File: config.mk
export PLATFORM = sky130hd
export DESIGN_NAME = adpll_tx_serializer
export DESIGN_NICKNAME = d
export VERILOG_FILES = /design/src/rtl/adpll_tx_pkg.sv /design/src/rtl/adpll_tx_whitener.sv /design/src/rtl/adpll_tx_serializer.sv
export SDC_FILE = /design/constraint.sdc
export NUM_CORES = 1
export LEC_CHECK = 0
export ABC_AREA = 1
export CAP_MARGIN = 30
export CELL_PAD_IN_SITES_DETAIL_PLACEMENT = 1
export CELL_PAD_IN_SITES_GLOBAL_PLACEMENT = 2
export CORE_MARGIN = 3
export CORE_UTILIZATION = 31
export CTS_CLUSTER_SIZE = 28
export DETAILED_ROUTE_END_ITERATION = 7
export GPL_ROUTABILITY_DRIVEN = 0
export PLACE_DENSITY_LB_ADDON = 0.1
export SLEW_MARGIN = 20
export SYNTH_ARGS = -nofsm -noshare
export SYNTH_HDL_FRONTEND = slang
export SYNTH_SLANG_ARGS = --single-unit
File: constraint.sdc
create_clock -name clk -period 5.5 [get_ports clk]
set_input_delay 0.825 -clock clk [delete_from_list [all_inputs] [get_ports clk]]
set_output_delay 0.825 -clock clk [all_outputs]
set_load 0.01 [all_outputs]
File: src/rtl/adpll_tx_pkg.sv
// Shared types and constants for the ADPLL TX serializer.
// Whitening constants are only consumed when ADPLL_TX_WHITEN_EN is defined.
package adpll_tx_pkg;

    typedef enum logic [1:0] {
        IDLE      = 2'd0,
        WAIT_LOCK = 2'd1,
        SHIFT     = 2'd2
    } tx_state_e;

    // Bit positions inside the sticky err vector
    localparam int ERR_UNDERRUN  = 0;
    localparam int ERR_LOCK_LOST = 1;

    // Whitening LFSR: x^7 + x^4 + 1, seeded {SEED_MSB, channel}
    localparam int   WHITEN_W   = 7;
    localparam int   WHITEN_TAP = 4;
    localparam logic SEED_MSB   = 1'b1;

    // One LFSR advance: rotate left, with the x^4 term folding the MSB back in
    function automatic logic [WHITEN_W-1:0] whiten_step(input logic [WHITEN_W-1:0] l);
        logic [WHITEN_W-1:0] n;
        n             = {l[WHITEN_W-2:0], l[WHITEN_W-1]};
        n[WHITEN_TAP] = l[WHITEN_TAP-1] ^ l[WHITEN_W-1];
        return n;
    endfunction

endpackage

File: src/rtl/adpll_tx_whitener.sv
// Data whitening LFSR. Loaded with the channel seed at packet start and
// advanced once per emitted symbol; wbit is the current whitening bit.
module adpll_tx_whitener
    import adpll_tx_pkg::*;
(
    input  logic                clk,
    input  logic                rst,
    input  logic                load,
    input  logic [WHITEN_W-2:0] seed_lo,
    input  logic                advance,
    output logic                wbit
);

    logic [WHITEN_W-1:0] lfsr_q;

    // Seed load takes priority; advance only while a packet is being sent
    always_ff @(posedge clk) begin
        if (rst)
            lfsr_q <= '0;
        else if (load)
            lfsr_q <= {SEED_MSB, seed_lo};
        else if (advance)
            lfsr_q <= whiten_step(lfsr_q);
    end

    assign wbit = lfsr_q[WHITEN_W-1];

endmodule

File: src/rtl/adpll_tx_serializer.sv
// TX bit source for adpll_ctr. Accepts host words over valid/ready, waits for
// channel lock, then sends each word LSB-first on data_mod, one symbol every
// SYM_CLKS clocks. A one-word holding register lets the host stay ahead of
// the shifter so consecutive words go out back to back.
// Optional build macro: ADPLL_TX_WHITEN_EN (channel-seeded data whitening).
module adpll_tx_serializer
    import adpll_tx_pkg::*;
#(
    parameter int SYM_CLKS = 32,
    parameter int DATA_W   = 8
) (
    input  logic              clk,
    input  logic              rst,
    input  logic              en,
    input  logic              channel_lock,
    input  logic [5:0]        channel,
    input  logic              tx_valid,
    input  logic [DATA_W-1:0] tx_data,
    input  logic              tx_last,
    output logic              tx_ready,
    output logic              data_mod,
    output logic              sym_strobe,
    output logic              busy,
    output logic [1:0]        err
);

    localparam int CNT_W = $clog2(SYM_CLKS);
    localparam int IDX_W = $clog2(DATA_W);
    localparam logic [CNT_W-1:0] SYM_LAST = CNT_W'(SYM_CLKS - 1);
    localparam logic [IDX_W-1:0] BIT_LAST = IDX_W'(DATA_W - 1);

    tx_state_e         state_q, state_d;

    logic [DATA_W-1:0] hold_data_q;
    logic              hold_last_q;
    logic              hold_full_q;

    // Shift word is kept static; sh_idx_q selects the bit on the line
    logic [DATA_W-1:0] sh_data_q;
    logic [IDX_W-1:0]  sh_idx_q;
    logic              sh_last_q;

    logic [CNT_W-1:0]  sym_cnt_q;

    logic              clr;
    logic              sym_edge, bit_end, lock_abort, underrun, pkt_done;
    logic              shift_bit, hold_to_shift, abort, accept, pkt_start;
    logic              emit, emit_bit, wbit;
    logic [IDX_W-1:0]  next_idx;

    // en low behaves exactly like reset
    assign clr  = rst | ~en;
    assign busy = (state_q != IDLE);

    // Next-state logic and per-cycle control decode
    always_comb begin
        state_d       = state_q;
        next_idx      = sh_idx_q + IDX_W'(1);
        bit_end       = (sh_idx_q == BIT_LAST);
        lock_abort    = (state_q == SHIFT) && !channel_lock;
        sym_edge      = (state_q == SHIFT) && channel_lock && (sym_cnt_q == SYM_LAST);
        shift_bit     = sym_edge && !bit_end;
        pkt_done      = sym_edge && bit_end && sh_last_q;
        underrun      = sym_edge && bit_end && !sh_last_q && !hold_full_q;
        hold_to_shift = ((state_q == WAIT_LOCK) && channel_lock && hold_full_q) ||
                        (sym_edge && bit_end && !sh_last_q && hold_full_q);
        abort         = lock_abort || underrun;
        // Hold can refill in the same cycle it drains; never accept into an abort
        tx_ready      = (!hold_full_q || hold_to_shift) && en && !rst && !abort;
        accept        = tx_valid && tx_ready;
        // A word left in hold when the previous packet ended also starts a packet
        pkt_start     = (state_q == IDLE) && (accept || hold_full_q);
        emit          = hold_to_shift || shift_bit;
        emit_bit      = hold_to_shift ? hold_data_q[0] : sh_data_q[next_idx];

        case (state_q)
            IDLE:      if (pkt_start)         state_d = WAIT_LOCK;
            WAIT_LOCK: if (hold_to_shift)     state_d = SHIFT;
            SHIFT:     if (abort || pkt_done) state_d = IDLE;
            default:                          state_d = IDLE;
        endcase
    end

    // State register
    always_ff @(posedge clk) begin
        if (clr)
            state_q <= IDLE;
        else
            state_q <= state_d;
    end

    // Holding register: load on accept, drain into shifter, drop on abort
    always_ff @(posedge clk) begin
        if (clr || abort) begin
            hold_full_q <= 1'b0;
            hold_data_q <= '0;
            hold_last_q <= 1'b0;
        end else if (accept) begin
            hold_full_q <= 1'b1;
            hold_data_q <= tx_data;
            hold_last_q <= tx_last;
        end else if (hold_to_shift) begin
            hold_full_q <= 1'b0;
        end
    end

    // Shift word, bit index and symbol timer
    always_ff @(posedge clk) begin
        if (clr) begin
            sh_data_q <= '0;
            sh_idx_q  <= '0;
            sh_last_q <= 1'b0;
            sym_cnt_q <= '0;
        end else begin
            if (hold_to_shift) begin
                sh_data_q <= hold_data_q;
                sh_idx_q  <= '0;
                sh_last_q <= hold_last_q;
            end else if (shift_bit) begin
                sh_idx_q  <= next_idx;
            end
            if (state_d != SHIFT || hold_to_shift || sym_edge)
                sym_cnt_q <= '0;
            else
                sym_cnt_q <= sym_cnt_q + CNT_W'(1);
        end
    end

    // Registered line outputs and sticky error flags
    always_ff @(posedge clk) begin
        if (clr) begin
            data_mod   <= 1'b0;
            sym_strobe <= 1'b0;
            err        <= 2'b00;
        end else begin
            sym_strobe <= emit;
            if (emit)
                data_mod <= emit_bit ^ wbit;
            else if (state_d != SHIFT)
                data_mod <= 1'b0;
            if (pkt_start) begin
                err <= 2'b00;
            end else begin
                if (underrun)   err[ERR_UNDERRUN]  <= 1'b1;
                if (lock_abort) err[ERR_LOCK_LOST] <= 1'b1;
            end
        end
    end

`ifdef ADPLL_TX_WHITEN_EN
    adpll_tx_whitener u_whiten (
        .clk     (clk),
        .rst     (clr),
        .load    (pkt_start),
        .seed_lo (channel),
        .advance (emit),
        .wbit    (wbit)
    );
`else
    // Without whitening the channel index has no consumer
    logic unused_channel;
    assign unused_channel = ^channel;
    assign wbit           = 1'b0;
`endif

endmodule

==> out/summary.txt <==
critical path required time -> 4.68 ns
synthesized area -> 0.00148 mm2
Net Count, Synth -> 229
maximum vdd drop -> 123 uV
Final min period -> 3.92 ns
Pwr Density -> 276 mW/mm2
Hold Crit Start -> hold_data_q[2]
synth-to-layout area growth -> 23.0%
Fin Clk Skew -> 0.00413 ns
TNS Setup -> 0 ns
Switching Share -> 19.9%
Synth top area share -> 44.7%
number of nets in the layout -> 251
die height -> 75.0 um
final setup fails -> 0
combinational share of power -> 5.5%
vias in the first global route -> 1,306
Antenna Cells -> 0
Clk pwr share -> 46.3%
Max-Cap Viols -> 0
status -> finished clean
first-pass GRT wire length -> 5690 um
fmax -> 255 MHz
CP Class -> primary input to output port
Final Cycle Share -> 71.2%
routed vias/inst -> 4.65
final number of max-transition violations -> 0
Final Hold Vio Count -> 0
FF+latch count, synth -> 33
Min-Delay Path Depth -> 2
RSZ-0062 raised after global routing -> no
Setup Buffers After CTS -> 0
Root Buffer -> clkbuf_8
reg2reg path depth -> 13
Cells after DPL -> 272
PostCTS Resize Cnt -> 0
Hold Crit Class -> flip-flop to flip-flop
Detailed Route WL -> 3170 um
Core Rows -> 24
worst slew pin tran -> 0.496 ns
Max Fanout on Critical Path -> 13
Slew Limit Headroom -> 66.9%
static leakage -> 0.840 nW
CTS clk-pin slew, worst paths -> 0.07 ns
antenna violations before repair -> 0
Mapped Avg Cell Area -> 7.21 um2
Setup crit end kind -> output port
Worst Hold Path EP -> sh_data_q[2]
r2r setup slk -> 3.30 ns
dpl ws -> 1.47 ns
Sw Pwr -> 99.9 uW
top post-synthesis cells by area -> dfxtp_1, nand2_1, inv_1
total die area -> 0.00563 mm2
core footprint -> 0.00447 mm2
final setup margin -> 1.58 ns
Starting Density -> 33.0%
post-synthesis sequential area ratio -> 44.7%
drt pass-1 iters -> 4
Synth Warn # -> 0
Sink Count -> 33
Pint -> 403 uW
largest net degree at the start of global routing -> 21
WL per Instance -> 11.3 um
H-tree Lvls -> 2
io pins -> 26
cell taking the most area after synthesis -> dfxtp_1
GRT overflow -> 0
synthesized instance count -> 205
drt first-iter violations -> 24
CTS tree -> built
Clk Latency, worst-skew pair -> 0.28 ns
share of layout cells above drive strength 1 -> 9.21%
TritonCTS Buffers -> 5
critical path arrival -> 3.09 ns
clk buf depth -> 2
total track usage -> 13.3%
fin cells -> 280
CP Launch Type -> primary input
# DRC -> 0
Seq pwr share -> 48.2%
chip width -> 75.0 um
via count -> 1,301
Yosys cell types -> 26
antenna-violating nets left -> 0
hold_buf cts -> 0
r2r startpoint -> sym_cnt_q[0]
Worst R2R End -> err[0]
DP HPWL -> 2470 um
I/O Buffers -> 19
==> cells in the final DEF, fill, tap and decap left out <==
cell,synthesis,layout
a21oi_1,17,17
a31oi_1,1,1
nand3_1,11,11
o21ai_1,2,2
ha_1,4,4
clkbuf_8,0,6
nor2_1,27,27
nand2_2,4,4
xnor2_1,1,1
nand4_2,1,1
nor2_2,1,1
dfxtp_1,33,33
inv_2,4,4
xor2_1,1,1
o22ai_1,1,1
clkbuf_1,1,1
clkdlybuf4s50_1,0,19
or2_4,1,1
clkinv_1,1,1
inv_1,34,34
bufinv_16,0,1
nand2_1,42,42
and3_1,1,1
nand3_2,1,1
o21ai_0,8,8
nand4_1,3,3
nor2_4,2,2
==> worst max path at each step <==
| stage | from | to | slack (ns) |
|---|---|---|---|
| final | en | tx_ready | 1.58 |
| after global routing | en | tx_ready | 1.33 |
| after CTS | en | tx_ready | 1.47 |
| after detailed placement | en | tx_ready | 1.47 |
| after global placement | en | tx_ready | 1.55 |
| after floorplan | en | tx_ready | 3.08 |
==> worst max-delay path: stages <==
cell and delay, ns:
clkdlybuf4s50_1 0.45, inv_1 0.04, nor2_2 0.38, clkinv_1 0.35
nor2_4 0.22, inv_2 0.12, a21oi_1 0.14, clkdlybuf4s50_1 0.55
==> through the flow <==
stage                     hold WS [ns]  cell area (um2)  power [mW]  util (%)
after detailed placement         0.448             1700       0.276      38.0
after CTS                        0.459             1820       0.513      40.6
after global placement           0.428             1700       0.275      38.0
after floorplan                  0.418             1480       0.262         -
final                            0.455             1820       0.503      40.6
after global routing             0.482             1820       0.523      40.6
==> metal layers <==
layer  vias to the layer above  wire (um)  global-route usage [%]
met3                         5        137                    4.41
met4                         0         46                    4.74
met5                         -          0                       0
met2                        19       1640                    23.6
li1                        676          -                       -
met1                       601       1350                    14.6
==> layout make-up <==
| class | count | area [um2] |
|---|---|---|
| inverters | 39 | 146 |
| well taps | 52 | 65.1 |
| multi-input cells | 129 | 639 |
| fillers | 568 | 2660 |
| flip-flops and latches | 33 | 661 |
| repair buffers | 19 | 190 |
| clock buffers | 7 | 86.3 |
| clock inverters | 1 | 30.0 |
==> cells by family after synthesis <==
logic type	share of synthesized area [%]
AO/OA/AOI/OAI	9.99
AND/OR/NAND/NOR	28.7
flip-flops	44.7
adder cells (fa/ha/maj)	3.39
buffers and inverters	12.0
XOR/XNOR	1.19
==> cells in the mapped netlist <==
cell type	instances
nand2_1	42
buf_2	1
nand4_2	1
o21ai_1	2
or2_4	1
a31oi_1	1
and3_1	1
xor2_1	1
clkinv_1	1
inv_2	4
inv_1	34
nor2_1	27
nand2_2	4
nand4_1	3
nor2_4	2
o21ai_0	8
o22ai_1	1
nand3_1	11
a21oi_1	17
nand3_2	1
clkbuf_1	1
buf_6	2
dfxtp_1	33
xnor2_1	1
ha_1	4
nor2_2	1
==> power groups by stage <==
stage	Combinational (mW)	Clock, mW	Sequential (mW)
after floorplan	0.0142	0	0.247
after global placement	0.0269	0	0.248
after detailed placement	0.0281	0	0.248
after CTS	0.0283	0.243	0.242
after global routing	0.0310	0.249	0.243
final	0.0275	0.233	0.242
==> sequential cells by signal, indices dropped and copies added (netlist names) <==
register and flops:
hold_data_q 8, sh_data_q 8, sym_cnt_q 5, sh_idx_q 3, err 2, state_q 2
data_mod 1, hold_full_q 1, hold_last_q 1, sh_last_q 1, sym_strobe 1
(Power assumes the default switching activity.)
==> RTL change 1: new RTL, config.mk and constraints unchanged <==
The parameter `SYM_CLKS` goes from 32 to 64.
--- a/src/rtl/adpll_tx_serializer.sv
+++ b/src/rtl/adpll_tx_serializer.sv
@@ -6,7 +6,7 @@
 module adpll_tx_serializer
     import adpll_tx_pkg::*;
 #(
-    parameter int SYM_CLKS = 32,
+    parameter int SYM_CLKS = 64,
     parameter int DATA_W   = 8
 ) (
     input  logic              clk,
Behaviour: same outputs for any inputs over 10 cycles, from zero or initial values; that may be too few to reach the edited logic, so the function may still have changed.
==> RTL change 1 against the original RTL <==
Sequential share of layout area grew 0.098 points. Wire length grew 8.7%. Setup slack lost 0.022 ns. Sequential cell count grew 1. Area after synthesis grew 3.9%. Sequential power grew 3%. Non-clock buffer count grew 1. Final area grew 2.8%. Power shrank 7.6%. Via count grew 3.8%. Clock skew grew 0.0019 ns.
==> RTL change 1: results <==
export IMPL_pwr_share_comb=0.059
export IMPL_holdWs_ns=0.4606
export IMPL_top_regs="hold_data_q (8), sh_data_q (8), sym_cnt_q (6)"
export IMPL_seq_area_um2=680.7
export IMPL_reg2reg_slack_ns=3.37
export IMPL_run_status="finished, final reports clean"
export IMPL_hpwl_um=2704
export IMPL_drive_above_1_share=0.09013
export IMPL_p_leak_uw=0.0008044
export IMPL_grt_util_all_layers=0.1279
export IMPL_drt_total_wl_um=3446
export IMPL_crit_fanout=19
export IMPL_vias=1350
export IMPL_reg2regPathDepth=9
export IMPL_clock_skew_ns=0.006010
export IMPL_timing_rr_start="sh_idx_q[0]$_SDFFE_PP0P_"
export IMPL_r2r_end="hold_data_q[7]$_SDFFE_PP0P_"
export IMPL_drt_first_pass_iters=3
export IMPL_wl_met3_um=109
export IMPL_dp_cells=290
export IMPL_synth_compound_area_frac=0.1222
export IMPL_synthTopCellsByCount="39 x nor2_1, 37 x inv_1, 35 x nand2_1"
export IMPL_fill_cells=604
export IMPL_wl_per_cell_um=11.56
export IMPL_synthAdderAreaFrac=0.02445
export IMPL_met1_length_um=1444
export IMPL_ir_worst_vdd_uv=171.6
export IMPL_synthDistinctLibCells=23
-- RTL change 1: cell count changes after synthesis, sizes merged, moves of 2 or more --
cell	unedited run	this run
a21oi	17	19
nand2	46	39
nand3	12	8
nor2	30	43
o21ai	10	12
o221ai	0	2
-- RTL change 1: routing by layer --
metal,GRT usage,vias up
met5,0,-
met3,0.03664,4
met2,0.2408,15
li1,-,694
met4,0.04891,0
met1,0.1326,637
-- RTL change 1: final cells by class --
| cell class | instances | area share |
|---|---|---|
| tap | 65 | 0.04354 |
| timing repair buffer | 20 | 0.1058 |
| clock buffer | 7 | 0.04622 |
| sequential | 34 | 0.3644 |
| inverter | 37 | 0.07435 |
| clock inverter | 1 | 0.002679 |
| multi-input combinational | 134 | 0.3630 |
-- RTL change 1: per-stage QoR --
step | total power (µW) | worst slack [ns]
2_1_floorplan | 268.7 | 2.939
3_3_place_gp | 281.6 | 1.623
3_5_place_dp | 282.6 | 1.566
4_1_cts | 474.8 | 1.558
5_1_grt | 491.5 | 1.384
6_report | 464.4 | 1.561
-- RTL change 1: cells by family after synthesis --
group	Yosys count
compound gates	33
buf+inv	42
xor+xnor	2
fa+ha+maj	3
simple gates	96
flops	34
-- RTL change 1: worst max-delay path by stage --
stage	endpoint	slack (ns)	depth (start not counted)	from
final	tx_ready	1.56	8	channel_lock
after global routing	tx_ready	1.38	8	channel_lock
after CTS	tx_ready	1.56	8	channel_lock
after detailed placement	tx_ready	1.57	8	channel_lock
after global placement	tx_ready	1.62	8	channel_lock
after floorplan	tx_ready	2.94	6	channel_lock
-- RTL change 1: worst reg2reg max path, cell delays in order, from the launching register on --
cell and delay (ns):
dfxtp_1 0.42, ha_1 0.19, ha_1 0.26, nand4_4 0.17
nand3_1 0.14, nand4_2 0.44, nor2_1 0.23, nor2_1 0.07
nand2_1 0.08, inv_1 0.04
==> RTL change 2: new RTL, same settings <==
Made on the original files. Register the output `err` once more, without a reset; this adds one clock of latency there. The other outputs are not delayed to match.
--- a/src/rtl/adpll_tx_serializer.sv
+++ b/src/rtl/adpll_tx_serializer.sv
@@ -28,6 +28,8 @@
     localparam int IDX_W = $clog2(DATA_W);
     localparam logic [CNT_W-1:0] SYM_LAST = CNT_W'(SYM_CLKS - 1);
     localparam logic [IDX_W-1:0] BIT_LAST = IDX_W'(DATA_W - 1);
+
+    logic [1:0] err_s0;
 
     tx_state_e         state_q, state_d;
 
@@ -131,7 +133,7 @@
         if (clr) begin
             data_mod   <= 1'b0;
             sym_strobe <= 1'b0;
-            err        <= 2'b00;
+            err_s0     <= 2'b00;
         end else begin
             sym_strobe <= emit;
             if (emit)
@@ -139,10 +141,10 @@
             else if (state_d != SHIFT)
                 data_mod <= 1'b0;
             if (pkt_start) begin
-                err <= 2'b00;
+                err_s0 <= 2'b00;
             end else begin
-                if (underrun)   err[ERR_UNDERRUN]  <= 1'b1;
-                if (lock_abort) err[ERR_LOCK_LOST] <= 1'b1;
+                if (underrun)   err_s0[ERR_UNDERRUN]  <= 1'b1;
+                if (lock_abort) err_s0[ERR_LOCK_LOST] <= 1'b1;
             end
         end
     end
@@ -163,5 +165,9 @@
     assign wbit           = 1'b0;
 `endif
 
+    always_ff @(posedge clk) begin
+        err <= err_s0;
+    end
+
 endmodule
 
Behaviour: not the same (a bounded check fails within 4 cycles, from zero or initial values).
==> RTL change 2 against the original RTL <==
Non-clock buffer count did not move. Final cell count rose by 5.4%. Critical endpoint unchanged. Global-route usage shrank 1.1 points. Area after synthesis grew 2.8%. Setup slack gained 0.0089 ns. Power down 3.1%. Register-to-register slack better by 0.04 ns. Combinational power hardly changed. Fmax up 0.23%. Wire length decreased by 1.0%. Critical path type unchanged. Final area rose by 2.2%. Sequential power grew 6%. Sequential cell count increased by 2.
==> RTL change 2: results <==
export IMPL_run_status="finished, final reports clean"
export IMPL_hpwl_um=2419
export IMPL_synth_main_ff_cell="dfxtp_1"
export IMPL_wl_per_cell_um=10.63
export IMPL_grt_util_all_layers=0.1217
export IMPL_drtIter0Drc=25
export IMPL_reg2reg_slack_ns=3.34
export IMPL_cts_buffers=5
export IMPL_top_regs="hold_data_q (8), sh_data_q (8), sym_cnt_q (5)"
export IMPL_synth_nets=231
export IMPL_synthDistinctLibCells=26
export IMPL_postLayoutCellArea_um2=1858
export IMPL_port_buffers=19
export IMPL_synthTopCellsByCount="42 x nand2_1, 35 x dfxtp_1, 34 x inv_1"
export IMPL_ir_worst_vdd_uv=134.9
export IMPL_yosys_warnings=0
export IMPL_clk_pin_slew_ns=0.07
export IMPL_cp_arrival_ns=3.08
export IMPL_dp_cells=287
export IMPL_final_setup_worst_slack_ns=1.592
export IMPL_grt_max_degree=21
export IMPL_dpl_cell_area_um2=1758
export IMPL_p_leak_uw=0.0008481
export IMPL_syn_inst=207
export IMPL_crit_fanout=13
export IMPL_max_stage_delay_ns=0.56
export IMPL_vias=1304
export IMPL_cts_htree_levels=2
export IMPL_ys_async_sr_fraction=0
export IMPL_drt_total_wl_um=3137
export IMPL_diodes=0
export IMPL_grt_pass1_vias=1352
export IMPL_clock_skew_ns=0.003968
export IMPL_clock_path_buffers=2
export IMPL_drive_above_1_share=0.09130
export IMPL_fill_cells=565
export IMPL_dpl_worst_slack_ns=1.536
export IMPL_cts_resized_gates=0
export IMPL_clockRootBuffer="clkbuf_8"
export IMPL_post_cts_buffers=0
export IMPL_antenna_left=0
export IMPL_grt_pass1_wl_um=5685
export IMPL_clk_latency_ns=0.28
export IMPL_worst_slew_pin_slew_ns=0.5027
export IMPL_cp_slowest_cell="clkdlybuf4s50_1"
export IMPL_yosysSeqAreaShare=0.4613
export IMPL_holdCritPathClass="reg2reg"
export IMPL_nets=253
export IMPL_antenna_found_initial=0
export IMPL_holdWs_ns=0.3522
export IMPL_synth_area_leaders="dfxtp_1 46%, nand2_1 10%, inv_1 8.4%, nor2_1 6.7%, a21oi_1 5.6%"
## RTL change 2: changes by cell type in the layout (fill, tap and decap cells not counted)
cell | unedited run | this run
dfxtp_1 | 33 | 35
bufinv_16 | 1 | 0
clkbuf_8 | 6 | 7
## RTL change 2: cell families (layout without fill, tap and decap cells)
kind of cell             count (synthesis)  in the layout  share of synthesized area
AO/OA/AOI/OAI                           29             29                    0.09720
XOR/XNOR                                 2              2                    0.01153
adder cells (fa/ha/maj)                  4              4                    0.03295
buffers and inverters                   43             66                     0.1178
flip-flops                              35             35                     0.4613
AND/OR/NAND/NOR                         94             94                     0.2792
## RTL change 2: layout make-up
cell class | instances | area share
Clock buffer | 8 | 0.05387
Tap cell | 65 | 0.04377
Multi-Input combinational cell | 129 | 0.3441
Timing Repair Buffer | 19 | 0.1024
Inverter | 39 | 0.07879
Sequential cell | 35 | 0.3771
## RTL change 2: per-layer routing
layer / track usage / wire length (µm)
met4: 0.05435 / 56
met5: 0 / 0
met1: 0.1297 / 1396
met2: 0.2190 / 1558
met3: 0.03901 / 126
## RTL change 2: path summary, 6_finish.rpt
check / from / to / depth (start not counted)
min reg2reg: err_s0[1]$_SDFFE_PP0P_ / err[1]$_DFF_P_ / 0
max: en / tx_ready / 8
max reg2reg: sym_cnt_q[0]$_SDFF_PP0_ / hold_data_q[5]$_SDFFE_PP0P_ / 13
min: err_s0[1]$_SDFFE_PP0P_ / err[1]$_DFF_P_ / 0
## RTL change 2: power by group
group,switching [µW],internal (µW)
combinational,13.6,13.8
sequential,1.26,256
clock,88.4,114
## RTL change 2: critical path: cells and delay by family
kind	cells	cell delay (ns)
and+or+nand+nor	2	0.60
AOI/OAI and AO/OA	1	0.13
buffers and inverters	5	1.52
